File: config.mk
export PLATFORM = sky130hd
export DESIGN_NAME = instr_fetch
export DESIGN_NICKNAME = d
export VERILOG_FILES = /design/src/rtl/instr_fetch.sv
export SDC_FILE = /design/constraint.sdc
export NUM_CORES = 1
export LEC_CHECK = 0
export BUFFER_PORTS_ARGS = -buffer_cell sky130_fd_sc_hd__buf_4
export CAP_MARGIN = 40
export CORE_AREA = 2 2 89 112
export CTS_CLUSTER_DIAMETER = 50
export DETAILED_ROUTE_END_ITERATION = 10
export DIE_AREA = 0 0 91 114
export GPL_TIMING_DRIVEN = 0
export PLACE_DENSITY = 0.63
export SLEW_MARGIN = 20
export SYNTH_ARGS = -nofsm -noshare
export SYNTH_HDL_FRONTEND = slang
export SYNTH_SLANG_ARGS = --single-unit
File: constraint.sdc
create_clock -name i_clk -period 2.2 [get_ports i_clk]
set_input_delay 0.11 -clock i_clk [delete_from_list [all_inputs] [get_ports i_clk]]
set_output_delay 0.11 -clock i_clk [all_outputs]
set_load 0.05 [all_outputs]
File: src/rtl/instr_fetch.sv
// instr_fetch: instruction fetch unit feeding the 16-bit instruction decoder.
//
// Owns the program counter, issues single-outstanding read requests to instruction
// memory, buffers returned words in a small FIFO and presents them to decode with a
// valid/ready handshake. Redirects restart fetch at a new address and squash any
// buffered or in-flight words.
//
// Optional feature macro: IFETCH_SKID_EN
//   defined   -> 2-entry buffer, a request may be issued while one word is held
//                (full-rate fetch with zero-wait memory).
//   undefined -> 1-entry buffer, a request is issued only when the buffer will be
//                empty (half-rate fetch with zero-wait memory).
//
// Ports:
//   i_clk, i_rst                 clock, synchronous active-high reset
//   o_memReq, o_memAddr          read request and its word address (held until ack)
//   i_memAck, i_memData          read completion and returned instruction word
//   o_instrValid, i_instrReady   decode handshake; pop = valid && ready
//   o_instrCode, o_instrPc       head instruction and its address
//   i_redirect, i_redirectAddr   taken jump/branch and its target address
module instr_fetch #(
  parameter int unsigned       ADDR_W   = 16,
  parameter int unsigned       INSTR_W  = 16,
  parameter logic [ADDR_W-1:0] RESET_PC = '0
) (
  input  logic               i_clk,
  input  logic               i_rst,
  output logic               o_memReq,
  output logic [ADDR_W-1:0]  o_memAddr,
  input  logic               i_memAck,
  input  logic [INSTR_W-1:0] i_memData,
  output logic               o_instrValid,
  input  logic               i_instrReady,
  output logic [INSTR_W-1:0] o_instrCode,
  output logic [ADDR_W-1:0]  o_instrPc,
  input  logic               i_redirect,
  input  logic [ADDR_W-1:0]  i_redirectAddr
);

`ifdef IFETCH_SKID_EN
  localparam int unsigned Depth = 2;
`else
  localparam int unsigned Depth = 1;
`endif
  localparam logic [1:0] DepthM1 = 2'(Depth - 1);

  typedef enum logic [1:0] {StIdle, StReq, StWait, StSquash} state_e;

  state_e             state_q, state_d;
  logic               mem_req_q, mem_req_d;
  logic [ADDR_W-1:0]  addr_q, addr_d;    // address of the current/next request
  logic [ADDR_W-1:0]  redir_q, redir_d;  // target held while a squashed request drains
  logic [1:0]         count_q, count_d;
  logic [INSTR_W-1:0] code_q [Depth];
  logic [INSTR_W-1:0] code_d [Depth];
  logic [ADDR_W-1:0]  pc_q   [Depth];
  logic [ADDR_W-1:0]  pc_d   [Depth];

  logic       pop;
  logic [1:0] cnt;

  always_comb begin
    state_d = state_q;
    addr_d  = addr_q;
    redir_d = redir_q;
    count_d = count_q;
    code_d  = code_q;
    pc_d    = pc_q;
    pop     = (count_q != 2'd0) && i_instrReady;
    cnt     = count_q - {1'b0, pop};

    if (i_redirect) begin
      // Buffer is flushed; a pop this cycle has already been consumed by decode.
      count_d = 2'd0;
      if ((state_q == StReq || state_q == StSquash) && !i_memAck) begin
        // Request still in flight: keep its address on the bus until it drains.
        state_d = StSquash;
        redir_d = i_redirectAddr;
      end else begin
        state_d = StReq;
        addr_d  = i_redirectAddr;
      end
    end else begin
      if (pop) begin
`ifdef IFETCH_SKID_EN
        code_d[0] = code_q[1];
        pc_d[0]   = pc_q[1];
`endif
      end

      unique case (state_q)
        StIdle: state_d = StReq;
        StReq: begin
          if (i_memAck) begin
`ifdef IFETCH_SKID_EN
            if (cnt == 2'd0) begin
              code_d[0] = i_memData;
              pc_d[0]   = addr_q;
            end else begin
              code_d[1] = i_memData;
              pc_d[1]   = addr_q;
            end
`else
            code_d[0] = i_memData;
            pc_d[0]   = addr_q;
`endif
            cnt    = cnt + 2'd1;
            addr_d = addr_q + 1'b1;
          end
          state_d = (cnt <= DepthM1) ? StReq : StWait;
        end
        StWait: state_d = (cnt <= DepthM1) ? StReq : StWait;
        StSquash: begin
          // Returning data belongs to the abandoned path and is dropped.
          if (i_memAck) begin
            state_d = StReq;
            addr_d  = redir_q;
          end
        end
        default: state_d = StIdle;
      endcase
      count_d = cnt;
    end

    mem_req_d = (state_d == StReq) || (state_d == StSquash);
  end

  always_ff @(posedge i_clk) begin
    if (i_rst) begin
      state_q   <= StIdle;
      mem_req_q <= 1'b0;
      addr_q    <= RESET_PC;
      redir_q   <= RESET_PC;
      count_q   <= 2'd0;
      for (int i = 0; i < Depth; i++) begin
        code_q[i] <= '0;
        pc_q[i]   <= '0;
      end
    end else begin
      state_q   <= state_d;
      mem_req_q <= mem_req_d;
      addr_q    <= addr_d;
      redir_q   <= redir_d;
      count_q   <= count_d;
      code_q    <= code_d;
      pc_q      <= pc_d;
    end
  end

  assign o_memReq     = mem_req_q;
  assign o_memAddr    = addr_q;
  assign o_instrValid = (count_q != 2'd0);
  assign o_instrCode  = code_q[0];
  assign o_instrPc    = pc_q[0];

endmodule

Word-level counts from Yosys, hierarchy flattened
Cells that the tools add are included.
- flip-flop bits (word level): 69
- bits of input ports: 37
- output and inout bits: 50
- word-level logic and storage cells: 48
- add/sub/neg operators: 3
- order comparisons: 2
- equality and inequality tests: 8
- multiplexer cells: 15
- bitwise logic cells: 1
- reductions and logical operators: 12
- operators by type and width (cell ; number):
    two-way mux 16 bit ; 4
    case mux 16 bit (2 select lines) ; 1
    two-way mux 2 bit ; 9
    adder 16 x 1 -> 16 bit (second input constant) ; 1
    case mux 2 bit (4 select lines) ; 1
    == test 2 bit (second input constant) ; 3
    != test 3 bit (second input constant) ; 2
    == test 2 x 1 -> 1 bit (second input constant) ; 2
    less-or-equal comparator 2 x 1 -> 1 bit (second input constant) ; 2
    AND reduction 4 bit ; 1
    AND reduction 3 bit ; 1
    nonzero test 3 bit ; 1
    adder 2 x 1 -> 2 bit (second input constant) ; 1
    logical AND 1 bit ; 2
    zero test 2 bit ; 1
    logical OR 1 bit ; 2
    != test 2 bit (second input constant) ; 1
    AND reduction 2 bit ; 1
    nonzero test 2 bit ; 1
    OR reduction 2 bit ; 1
    subtractor 2 x 1 -> 2 bit ; 1
    zero test 1 bit ; 1
    NOT 1 bit ; 1

Longest topological paths before layout
- depth after elaboration: 13
- depth in mapped cells: 9
- depth with buffers taken out: 9

Least setup slack after synthesis
Ideal clock, no wire load.
- path kind: flip-flop to flip-flop
- start point: register count_q[1]
- end point: register state_q[1]
- library setup time: 0.132 ns
- arrival time: 2.152 ns
- required time: 2.068 ns
- setup slack: -0.084 ns
- cell stages (with the launch flop): 10
- path buffers: 0
- clock period less this slack: 2.284 ns
- cell sequence: dfxtp_1 or2_2 and2_1 ha_1 xnor2_1 ha_1 nor3b_1 a2111oi_0 o21ai_0 a21oi_1
- word-level cells in the longest chain between the ends: 11
- elaborated cells between the ends (all ways): 13
- classes of those cells: add/sub (2); order compare (2); mux (7); reduce/logical (2)
- RTL lines (element ; RTL line ; source):
    start: declaration ; 53 ; logic [1:0] count_q, count_d;
    start signal: assignment ; 144 ; count_q <= count_d;
    nonzero test 2 bit (*) ; n/a ;
    net o_instrValid ; 32 ; output logic o_instrValid,
    logical AND 1 bit (*) ; 69 ; pop = (count_q != 2'd0) && i_instrReady;
    subtractor 2 x 1 -> 2 bit (*) ; 70 ; cnt = count_q - {1'b0, pop};
    adder 2 x 1 -> 2 bit ; 107 ; cnt = cnt + 2'd1;
    two-way mux 2 bit ; 94 ; if (i_memAck) begin
    two-way mux 2 bit ; 91 ; unique case (state_q)
    two-way mux 2 bit ; 72 ; if (i_redirect) begin
    less-or-equal comparator 2 x 1 -> 1 bit ; 110 ; state_d = (cnt <= DepthM1) ? StReq : StWait;
    two-way mux 2 bit ; 110 ;
    case mux 2 bit (4 select lines) (*) ; 91 ;
    two-way mux 2 bit (*) ; 72 ;
    end signal: assignment ; 130 ; state_q <= StIdle;
    end signal: assignment ; 140 ; state_q <= state_d;
    end: declaration ; 49 ; state_e state_q, state_d;
Mark *: on every way through the listed nets, which the timed path passes. The rest lies on a longest branch. The select of a mux whose other input is x is not followed.
A chain may end at the register's enable or synchronous reset.

Worst setup path after layout
- start point: register count_q[1]
- end point: register state_q[0]
- word-level cells in the longest chain between the ends: 11
- elaborated cells between the ends (all ways): 13
- classes of those cells: add/sub (2); order compare (2); mux (7); reduce/logical (2)
- RTL lines (element ; RTL line):
    nonzero test 2 bit ; 69
    logical AND 1 bit ; 69
    subtractor 2 x 1 -> 2 bit (*) ; 70
    adder 2 x 1 -> 2 bit ; 107
    two-way mux 2 bit ; 94
    two-way mux 2 bit ; 91
    two-way mux 2 bit ; 72
    less-or-equal comparator 2 x 1 -> 1 bit ; 110
    two-way mux 2 bit ; 110
    case mux 2 bit (4 select lines) (*) ; 91
    two-way mux 2 bit (*) ; 72
Every way passes the cells marked *; elsewhere a longest branch is shown, timed or not. The select of a mux whose other input is x is not followed.

==> results by group <==
Status
  • Status: completed

Synthesis
  • Post-Syn Instances: about 420
  • Syn nets: approximately 460
  • Top_reg_cell synth: dfxtp_1
  • Syn Area/Cell: 7.57 µm²
  • Seq/Total Area, Yosys: 42.9%
  • Yosys top cell area share: roughly 43%
  • Synth warn: 0
  • Mapped Area: approximately 0.0032 mm²
  • Most frequent cell after synthesis: nand2_1
  • Synth Register Bits: 68
  • Library cells used by synthesis: 48
  • Area contributors post-synth: dfxtp_1, nand2_1, a21oi_1
  • Synth area leader: dfxtp_1
  • Post-synth ARST share: 0%
  • Post-synth top cells: nand2_1, dfxtp_1, a21oi_1
  • Post-synth EDFFs: 0

Clock network
  • Clk_lat worst skew: roughly 330 ps
  • Num CTS Buffers: 9
  • CTS Sinks: between 60 and 70
  • Clock-pin slew on the worst setup and hold paths: 50 ps
  • Max Buffers Root-to-Sink: 2
  • H-tree depth: 3
  • CTS Hold Bufs: 0
  • Root buffer cell: clkbuf_16
  • CTS tree: built

Power
  • Overall Power: 3.48 mW
  • Comb pwr share: between 10% and 20%
  • Leakage power total: 1.63 nW
  • Sw Pwr: 0.994 mW
  • Power Dens Cells: around 810 mW/mm²
  • Flop pwr share: ~39%
  • Switching Fraction: ~29%
  • Clk pwr share: 42.2%
  • Maximum vdd ir drop: 0.360 mV
  • Internal power: 2.49 mW

Worst setup path
  • R2r startpoint: count_q[1]
  • R2R Setup Slk: around 130 ps
  • Crit path required time: approximately 2500 ps
  • Crit Path Category: reg -> reg
  • Setup crit start kind: flop
  • R2R depth: 9
  • Endpoint type of the worst setup path: flop
  • Worst Path Arrival: about 2300 ps
  • CP Max Fanout: 3
  • Critical Path Start: count_q[1]
  • Worst R2R End: state_q[0]

Timing
  • Slew margin rel.: around three fifths
  • Final period util: ~94%
  • Actual slew at the worst max-slew pin: around 600 ps
  • Final setup vio count: 0
  • Achievable Freq: roughly 480 MHz
  • Pins Over Slew Limit: 0
  • Clock Skews: approximately 7.4 ps
  • Setup ws final: between 100 and 150 ps
  • Final hold violations: 0
  • Tmin final: approximately 2100 ps

Routing
  • Average wire per standard cell: 15.1 µm
  • Via count: between 3000 and 4000
  • DRT Wirelength: slightly below 10 mm
  • DRT Pass-1 Iters: 4
  • DRC: 0
  • Vias per std cell: between 5 and 6
  • Post-route ant nets: 0
  • Starting DRC count in detailed routing: 161

Finish
  • Finished Layout Cells: between 600 and 700
  • Ant. Diodes: 0
  • Layout cells sized above 1: between 20% and 30%
  • Net count reported at finish: about 560
  • Area Growth Syn to Fin: 36.0%

GRT
  • Initial antenna violation count: 0
  • GRT Overall Usage: a little under a fifth
  • Vias in the first global route: ~3200
  • First-pass GRT wire length: roughly 16 mm
  • Largest net degree at the start of global routing: 11
  • Grt ovf: 0

Placed design
  • Detailed placement HPWL: 7.14 mm
  • Dpl ws: -10.1 ps
  • GP Congestion: 0.830
  • Placed insts: 630
  • Buffers on Ports: 85

Floorplan
  • Starting Density: between 30% and 40%
  • Core area: 0.00941 mm²
  • I/O pin total: 87
  • FP Rows: 40
  • Die Height: around 110 µm
  • Horiz. Die Dim: between 90 and 100 µm
  • Total die area: between 0.01 and 0.015 mm²

Worst hold path
  • WHS Endpoint: o_instrCode[2]
  • Hold path start: i_memData[2]
  • Hold depth: 3
  • Worst Hold Class: in -> reg

Job
  • Number of max-cap violations: 0
cells by family after synthesis:
group,after synthesis,share of synthesized area [%]
and+or+nand+nor,183,25.2
DFF,68,42.9
AOI/OAI and AO/OA,121,24.0
muxes,2,0.670
buffers and inverters,37,4.61
xor gates and xnor gates,5,1.38
adders and majority gates,3,1.18
timing repair:
| action | 4_1_cts | 5_1_grt |
|---|---|---|
| endpoints found under the setup margin | 1 | 2 |
| gates resized for setup | 1 | 5 |
| pin swaps | 0 | 4 |
| setup buffers | 0 | 1 |
critical path: stages (launching register included):
cell      delay, ps
dfxtp_1         330
or2_4           250
and2_1          180
ha_4            160
xnor2_2         190
ha_1            280
nor3b_2         240
a211oi_1         90
a21o_1          160
a21oi_1         120
stage by stage:
step / TNS, ps / hold slack, ps / cell area (µm²) / util (%)
global placement: 0 / 362 / 3970 / 42.2
CTS: 0 / 21.5 / 4290 / 45.5
finish: 0 / 28.3 / 4320 / 45.9
global route: -5.66 / 33.4 / 4320 / 45.9
floorplan: 0 / 246 / 3180 / -
detailed placement: -10.1 / 367 / 3970 / 42.2
power by group through the flow:
stage	clock network, mW	registers (mW)	logic (mW)
finish	1.47	1.37	0.645
global placement	0	1.39	0.621
floorplan	0	1.53	0.257
CTS	1.49	1.37	0.631
global route	1.56	1.38	0.696
detailed placement	0	1.39	0.627
per-layer routing:
| layer | wire length [µm] | track usage, % |
|---|---|---|
| met5 | 0 | 0 |
| met4 | 158 | 8.48 |
| met3 | 495 | 3.57 |
| met2 | 4790 | 33.0 |
| met1 | 4290 | 23.3 |
how the worst max path moves through the flow:
stage                 endpoint  slack [ps]
floorplan           state_q[1]          40
global placement    state_q[1]          20
detailed placement  state_q[1]         -10
CTS                 state_q[1]          30
global route        state_q[1]          -6
finish              state_q[0]         130
registers in the layout, summed over array words and instances (netlist names):
| register | count |
|---|---|
| o_instrCode | 16 |
| o_instrPc | 16 |
| o_memAddr | 16 |
| redir_q | 16 |
| count_q | 2 |
| state_q | 2 |
cells in the final DEF (no fill, tap or decap), types with 6 or more instances in the layout:
cell type,count
a211oi_1,8
a21oi_1,62
buf_2,6
buf_4,86
clkbuf_1,27
clkbuf_16,9
dfxtp_1,66
nand2_1,118
nand3_1,15
nor2_1,17
o2111ai_1,7
o211ai_1,13
o21ai_0,7
cell type report:
class | count | area [µm²]
inverters | 5 | 18.8
repair buffers | 86 | 646
fillers | 981 | 5090
multi-input cells | 314 | 1700
flip-flops and latches | 68 | 1360
well taps | 126 | 158
clock buffers | 14 | 274
clock inverters | 1 | 30.0
plain buffers | 32 | 128
No activity file was read; power rests on OpenSTA's default activity.
